--- src/rtl/apb_master_ctrl_if.sv ---
// Bundle of the command stream, response stream and APB3 bus signals
// around apb_master_ctrl. The master modport is the controller's view.
interface apb_master_ctrl_if #(
    parameter int DW = 32,
    parameter int AW = 5
);
    // command stream
    logic          cmd_valid;
    logic          cmd_ready;
    logic          cmd_write;
    logic [AW-1:0] cmd_addr;
    logic [DW-1:0] cmd_wdata;

    // response stream
    logic          rsp_valid;
    logic          rsp_ready;
    logic [DW-1:0] rsp_rdata;
    logic          rsp_err;
    logic          rsp_timeout;

    // APB3 bus
    logic [AW-1:0] paddr;
    logic          psel;
    logic          penable;
    logic          pwrite;
    logic [DW-1:0] pwdata;
    logic          pready;
    logic [DW-1:0] prdata;
    logic          pslverr;

    modport master (
        input  cmd_valid, cmd_write, cmd_addr, cmd_wdata,
        input  rsp_ready,
        input  pready, prdata, pslverr,
        output cmd_ready,
        output rsp_valid, rsp_rdata, rsp_err, rsp_timeout,
        output paddr, psel, penable, pwrite, pwdata
    );

    modport slave (
        output cmd_valid, cmd_write, cmd_addr, cmd_wdata,
        output rsp_ready,
        output pready, prdata, pslverr,
        input  cmd_ready,
        input  rsp_valid, rsp_rdata, rsp_err, rsp_timeout,
        input  paddr, psel, penable, pwrite, pwdata
    );
endinterface

--- src/rtl/apb_master_ctrl.sv ---
// Single-outstanding APB3 master: accepts one command, runs SETUP/ACCESS on
// the bus, and returns read data and status. Stalled ACCESS phases are
// aborted after TIMEOUT wait cycles. All outputs are registers.
module apb_master_ctrl #(
    parameter int DW      = 32,
    parameter int AW      = 5,
    parameter int TIMEOUT = 16
) (
    input logic               pclk,
    input logic               presetn,
    apb_master_ctrl_if.master bus
);
    typedef enum logic [1:0] {IDLE, SETUP, ACCESS, RESP} state_t;

    // last wait-counter value allowed before the transfer is abandoned
    localparam logic [7:0] WAIT_LAST = 8'(TIMEOUT - 1);

    state_t        state;
    logic [7:0]    wait_cnt;
    logic          cmd_ready_r;
    logic          psel_r;
    logic          penable_r;
    logic          pwrite_r;
    logic [AW-1:0] paddr_r;
    logic [DW-1:0] pwdata_r;
    logic          rsp_valid_r;
    logic [DW-1:0] rsp_rdata_r;
    logic          rsp_err_r;
    logic          rsp_timeout_r;

    function automatic logic [7:0] sat_inc(input logic [7:0] v);
        return (v == 8'hFF) ? v : v + 8'd1;
    endfunction

    // Transfer sequencer: next state and every registered output together
    always_ff @(posedge pclk or negedge presetn) begin
        if (!presetn) begin
            state         <= IDLE;
            wait_cnt      <= '0;
            cmd_ready_r   <= 1'b0;
            psel_r        <= 1'b0;
            penable_r     <= 1'b0;
            pwrite_r      <= 1'b0;
            paddr_r       <= '0;
            pwdata_r      <= '0;
            rsp_valid_r   <= 1'b0;
            rsp_rdata_r   <= '0;
            rsp_err_r     <= 1'b0;
            rsp_timeout_r <= 1'b0;
        end else begin
            case (state)
                IDLE: begin
                    if (bus.cmd_valid && cmd_ready_r) begin
                        paddr_r     <= bus.cmd_addr;
                        pwrite_r    <= bus.cmd_write;
                        pwdata_r    <= bus.cmd_wdata;
                        cmd_ready_r <= 1'b0;
                        psel_r      <= 1'b1;
                        state       <= SETUP;
                    end else begin
                        // first cycle out of reset raises ready here
                        cmd_ready_r <= 1'b1;
                    end
                end
                SETUP: begin
                    wait_cnt  <= '0;
                    penable_r <= 1'b1;
                    state     <= ACCESS;
                end
                ACCESS: begin
                    // a completing pready wins over a timeout in the same cycle
                    if (bus.pready) begin
                        rsp_rdata_r   <= pwrite_r ? '0 : bus.prdata;
                        rsp_err_r     <= bus.pslverr;
                        rsp_timeout_r <= 1'b0;
                        psel_r        <= 1'b0;
                        penable_r     <= 1'b0;
                        rsp_valid_r   <= 1'b1;
                        state         <= RESP;
                    end else if (wait_cnt == WAIT_LAST) begin
                        rsp_rdata_r   <= '0;
                        rsp_err_r     <= 1'b1;
                        rsp_timeout_r <= 1'b1;
                        psel_r        <= 1'b0;
                        penable_r     <= 1'b0;
                        rsp_valid_r   <= 1'b1;
                        state         <= RESP;
                    end else begin
                        wait_cnt <= sat_inc(wait_cnt);
                    end
                end
                RESP: begin
                    if (bus.rsp_ready) begin
                        rsp_valid_r <= 1'b0;
                        cmd_ready_r <= 1'b1;
                        state       <= IDLE;
                    end
                end
                default: state <= IDLE;
            endcase
        end
    end

    assign bus.cmd_ready   = cmd_ready_r;
    assign bus.psel        = psel_r;
    assign bus.penable     = penable_r;
    assign bus.pwrite      = pwrite_r;
    assign bus.paddr       = paddr_r;
    assign bus.pwdata      = pwdata_r;
    assign bus.rsp_valid   = rsp_valid_r;
    assign bus.rsp_rdata   = rsp_rdata_r;
    assign bus.rsp_err     = rsp_err_r;
    assign bus.rsp_timeout = rsp_timeout_r;
endmodule
--- src/flat_wrapper.sv ---
// flat-port wrapper written by rule: the top's interface ports become plain ports
module apb_master_ctrl_flat 
#(
    parameter int DW      = 32,
    parameter int AW      = 5,
    parameter int TIMEOUT = 16
)
  (pclk, presetn, bus_cmd_valid, bus_cmd_write, bus_cmd_addr, bus_cmd_wdata, bus_rsp_ready, bus_pready, bus_prdata, bus_pslverr, bus_cmd_ready, bus_rsp_valid, bus_rsp_rdata, bus_rsp_err, bus_rsp_timeout, bus_paddr, bus_psel, bus_penable, bus_pwrite, bus_pwdata);
  apb_master_ctrl_if #(.DW(DW), .AW(AW)) bus_i ();
  input logic pclk;
  input logic presetn;
  input wire logic [$bits(bus_i.cmd_valid)-1:0] bus_cmd_valid;
  input wire logic [$bits(bus_i.cmd_write)-1:0] bus_cmd_write;
  input wire logic [$bits(bus_i.cmd_addr)-1:0] bus_cmd_addr;
  input wire logic [$bits(bus_i.cmd_wdata)-1:0] bus_cmd_wdata;
  input wire logic [$bits(bus_i.rsp_ready)-1:0] bus_rsp_ready;
  input wire logic [$bits(bus_i.pready)-1:0] bus_pready;
  input wire logic [$bits(bus_i.prdata)-1:0] bus_prdata;
  input wire logic [$bits(bus_i.pslverr)-1:0] bus_pslverr;
  output wire logic [$bits(bus_i.cmd_ready)-1:0] bus_cmd_ready;
  output wire logic [$bits(bus_i.rsp_valid)-1:0] bus_rsp_valid;
  output wire logic [$bits(bus_i.rsp_rdata)-1:0] bus_rsp_rdata;
  output wire logic [$bits(bus_i.rsp_err)-1:0] bus_rsp_err;
  output wire logic [$bits(bus_i.rsp_timeout)-1:0] bus_rsp_timeout;
  output wire logic [$bits(bus_i.paddr)-1:0] bus_paddr;
  output wire logic [$bits(bus_i.psel)-1:0] bus_psel;
  output wire logic [$bits(bus_i.penable)-1:0] bus_penable;
  output wire logic [$bits(bus_i.pwrite)-1:0] bus_pwrite;
  output wire logic [$bits(bus_i.pwdata)-1:0] bus_pwdata;
  assign bus_i.cmd_valid = bus_cmd_valid;
  assign bus_i.cmd_write = bus_cmd_write;
  assign bus_i.cmd_addr = bus_cmd_addr;
  assign bus_i.cmd_wdata = bus_cmd_wdata;
  assign bus_i.rsp_ready = bus_rsp_ready;
  assign bus_i.pready = bus_pready;
  assign bus_i.prdata = bus_prdata;
  assign bus_i.pslverr = bus_pslverr;
  assign bus_cmd_ready = bus_i.cmd_ready;
  assign bus_rsp_valid = bus_i.rsp_valid;
  assign bus_rsp_rdata = bus_i.rsp_rdata;
  assign bus_rsp_err = bus_i.rsp_err;
  assign bus_rsp_timeout = bus_i.rsp_timeout;
  assign bus_paddr = bus_i.paddr;
  assign bus_psel = bus_i.psel;
  assign bus_penable = bus_i.penable;
  assign bus_pwrite = bus_i.pwrite;
  assign bus_pwdata = bus_i.pwdata;
  apb_master_ctrl #(.DW(DW), .AW(AW), .TIMEOUT(TIMEOUT)) u_core (.pclk(pclk), .presetn(presetn), .bus(bus_i));
endmodule
--- config.mk ---
export PLATFORM = sky130hd
export DESIGN_NAME = apb_master_ctrl_flat
export DESIGN_NICKNAME = d
export VERILOG_FILES = /design/src/rtl/apb_master_ctrl_if.sv /design/src/rtl/apb_master_ctrl.sv /design/src/flat_wrapper.sv
export SDC_FILE = /design/constraint.sdc
export NUM_CORES = 1
export LEC_CHECK = 0
export CAP_MARGIN = 15
export CORE_MARGIN = 1.5
export CORE_UTILIZATION = 40
export DETAILED_ROUTE_END_ITERATION = 10
export PLACE_DENSITY_LB_ADDON = 0.1
export SLEW_MARGIN = 10
export SYNTH_ARGS = -nofsm -noshare
export SYNTH_HDL_FRONTEND = slang
export SYNTH_SLANG_ARGS = --single-unit
--- constraint.sdc ---
create_clock -name pclk -period 5.2 [get_ports pclk]
set_input_delay 0.78 -clock pclk [delete_from_list [all_inputs] [get_ports pclk]]
set_output_delay 0.78 -clock pclk [all_outputs]
set_load 0.02 [all_outputs]
==> out/qor.csv <==
metric;value;unit
critPathMaxFanout;34;
antenna_found_initial;0;
dp_hpwl;6650;um
p_total;3.40;mW
place_area;0.00536;mm2
maxCapViolations;0;
drive_above_1_share;14.4;%
slew_violations;0;
final_common_cell;clkdlybuf4s50_1;
max_stage_delay;890;ps
nFillCells;771;
io_buffer_count;151;
yosys_warnings;0;
wire_per_inst;16.5;um
path_class;flip-flop to primary output;
synth_top_family_by_area;simple AND/OR/NAND/NOR gates;
area_growth;48.1;%
first_pass_iters;5;
start_util;40.9;%
die_height;100;um
dieArea;0.00999;mm2
cts-root-buf;clkbuf_8;
ys.flop_type;dfrtp_1;
grt_usage;19.6;%
reg2reg_depth;7;
synth-adder-area-share;1.66;%
stdcell_area;0.00557;mm2
grt_max_degree;48;
die_w;100;um
synthArstFlopShare;100;%
setup_viol;0;
synth_xor_area_share;0.233;%
antenna_cells;0;
dr_total_vias;3084;
grt_pass1_wl;15500;um
first_global_vias;3092;
synth_area;0.00376;mm2
hold_viol;0;
finalSetupTns;0;ps
ys_seq_area_share;57.2;%
drt_iter0_drc;130;
worstPathRequired;4420;ps
cts_buffers;9;
timing.rr.end;u_core.wait_cnt[7];
p_per_area;611;mW/mm2
num_io_pins;152;
synthMuxAreaShare;12.2;%
synth_edf_count;0;
min_path_type;input pin to asynchronous set/reset pin;
worstMarginPinSlew;942;ps
arrival;2010;ps
place_ws;2410;ps
critPathCaptureType;primary output;
utilization;60.6;%
layout.cells.non_filler;583;
worst_slack;2410;ps
clk-insertion-delay-late;360;ps
ff2ff_setup_slack;2760;ps
crit_buf_inv;1;
start_kind;flip-flop;
ant_nets;0;
fin_crit;2790;ps
dpl.cell_count;567;
vdd_drop_max;355;uV
crit_start;u_core.bus.pwrite;
ys_ff_latch;86;
hold_buffers;0;
synth-simple-area-share;15.4;%
rsz0062_at_grt;false;
rows;35;
max_freq;0.358;GHz
postCtsSetupBuffers;0;
skew;10.6;ps
cp_cell_sequence;clkdlybuf4s50_1;
cts.sinks;86;
drt_drc_violations_left;0;
synth_compound_area_share;9.91;%
clk_pin_slew;90;ps
cts_tree;yes;
final_nets;548;
place_congestion;0.850;
grt_overflow;0;
vias_per_cell;5.29;
syn_inst;324;
ctsResizeCount;0;
slowest_stage;dfrtp_1;
timing.hold.ws;398;ps
h-tree-depth;3;
ys_types;41;
slew_headroom;37.1;%
design.core.area;0.00920;mm2
worstReg2RegStart;u_core.state[0];
clk_path_buf_depth;2;
syn-num-nets;405;
finalWirelength;9630;um
status;completed;
cp_top_family;flip-flops;
mostFrequentLayoutCells;clkdlybuf4s50_1, dfrtp_1, nand2_1;
finalCritPeriodShare;53.7;%
avgSynthCellArea;11.6;um2
p_leak;2.38;nW
==> synthesized netlist by cell type, types with 2 or more instances <==
| library cell | count | area share [%] |
|---|---|---|
| nand2b_1 | 2 | 0.33 |
| nand4b_1 | 32 | 7.5 |
| nor2_1 | 4 | 0.40 |
| clkbuf_2 | 3 | 0.40 |
| o21ai_0 | 39 | 5.2 |
| ha_1 | 5 | 1.7 |
| inv_1 | 8 | 0.80 |
| mux2i_1 | 2 | 0.53 |
| nor3_1 | 2 | 0.27 |
| nand2_1 | 41 | 4.1 |
| a21oi_1 | 6 | 0.80 |
| buf_2 | 2 | 0.27 |
| clkbuf_1 | 19 | 1.9 |
| mux2_2 | 39 | 12 |
| a31oi_1 | 5 | 0.83 |
| nand3_1 | 4 | 0.53 |
| o211ai_1 | 2 | 0.40 |
| dfrtp_1 | 86 | 57 |
==> kinds of logic after synthesis <==
family | Yosys count
xor+xnor | 1
fa+ha+maj | 5
mux | 41
flops | 86
simple gates | 95
buf+inv | 32
compound gates | 64
==> worst max-delay path by stage <==
stage	endpoint	depth (start not counted)	slack, ps
after floorplan	u_core.bus.pwdata[22]	4	3430
after global placement	u_core.bus.pwdata[10]	3	2430
after detailed placement	u_core.bus.pwrite	3	2410
after CTS	bus_pwrite	1	2370
after global routing	bus_pwrite	1	2250
final	bus_pwrite	1	2410
==> registers in the layout, indices dropped and copies added, names as in the netlist <==
signal and cells:
u_core.bus.pwdata 32, u_core.bus.rsp_rdata 32, u_core.wait_cnt 8, u_core.bus.paddr 5, u_core.state 2, u_core.bus.cmd_ready 1
u_core.bus.penable 1, u_core.bus.psel 1, u_core.bus.pwrite 1, u_core.bus.rsp_err 1, u_core.bus.rsp_timeout 1, u_core.bus.rsp_valid 1
==> power breakdown <==
group	switching [mW]	internal, mW	total, mW
Clock	0.261	0.244	0.505
Sequential	0.206	0.980	1.19
Combinational	0.851	0.863	1.71
Total	1.32	2.09	3.40
==> per-layer routing <==
layer	vias up	GRT usage, %	part of all wire [%]
li1	1451	-	-
met2	130	31.5	47
met3	18	8.50	10
met4	0	6.93	1.8
met1	1485	23.7	41
met5	-	0	0
==> final cells by class <==
cell class	instances	area, um2	share of cell area, %
timing repair buffer	156	1550	27.8
clock buffer	10	138	2.47
inverter	8	30.0	0.539
multi-input combinational	206	1490	26.8
clock inverter	6	75.1	1.35
sequential	86	2150	38.6
tap	111	139	2.49
Power figures use the tool's default switching activity.
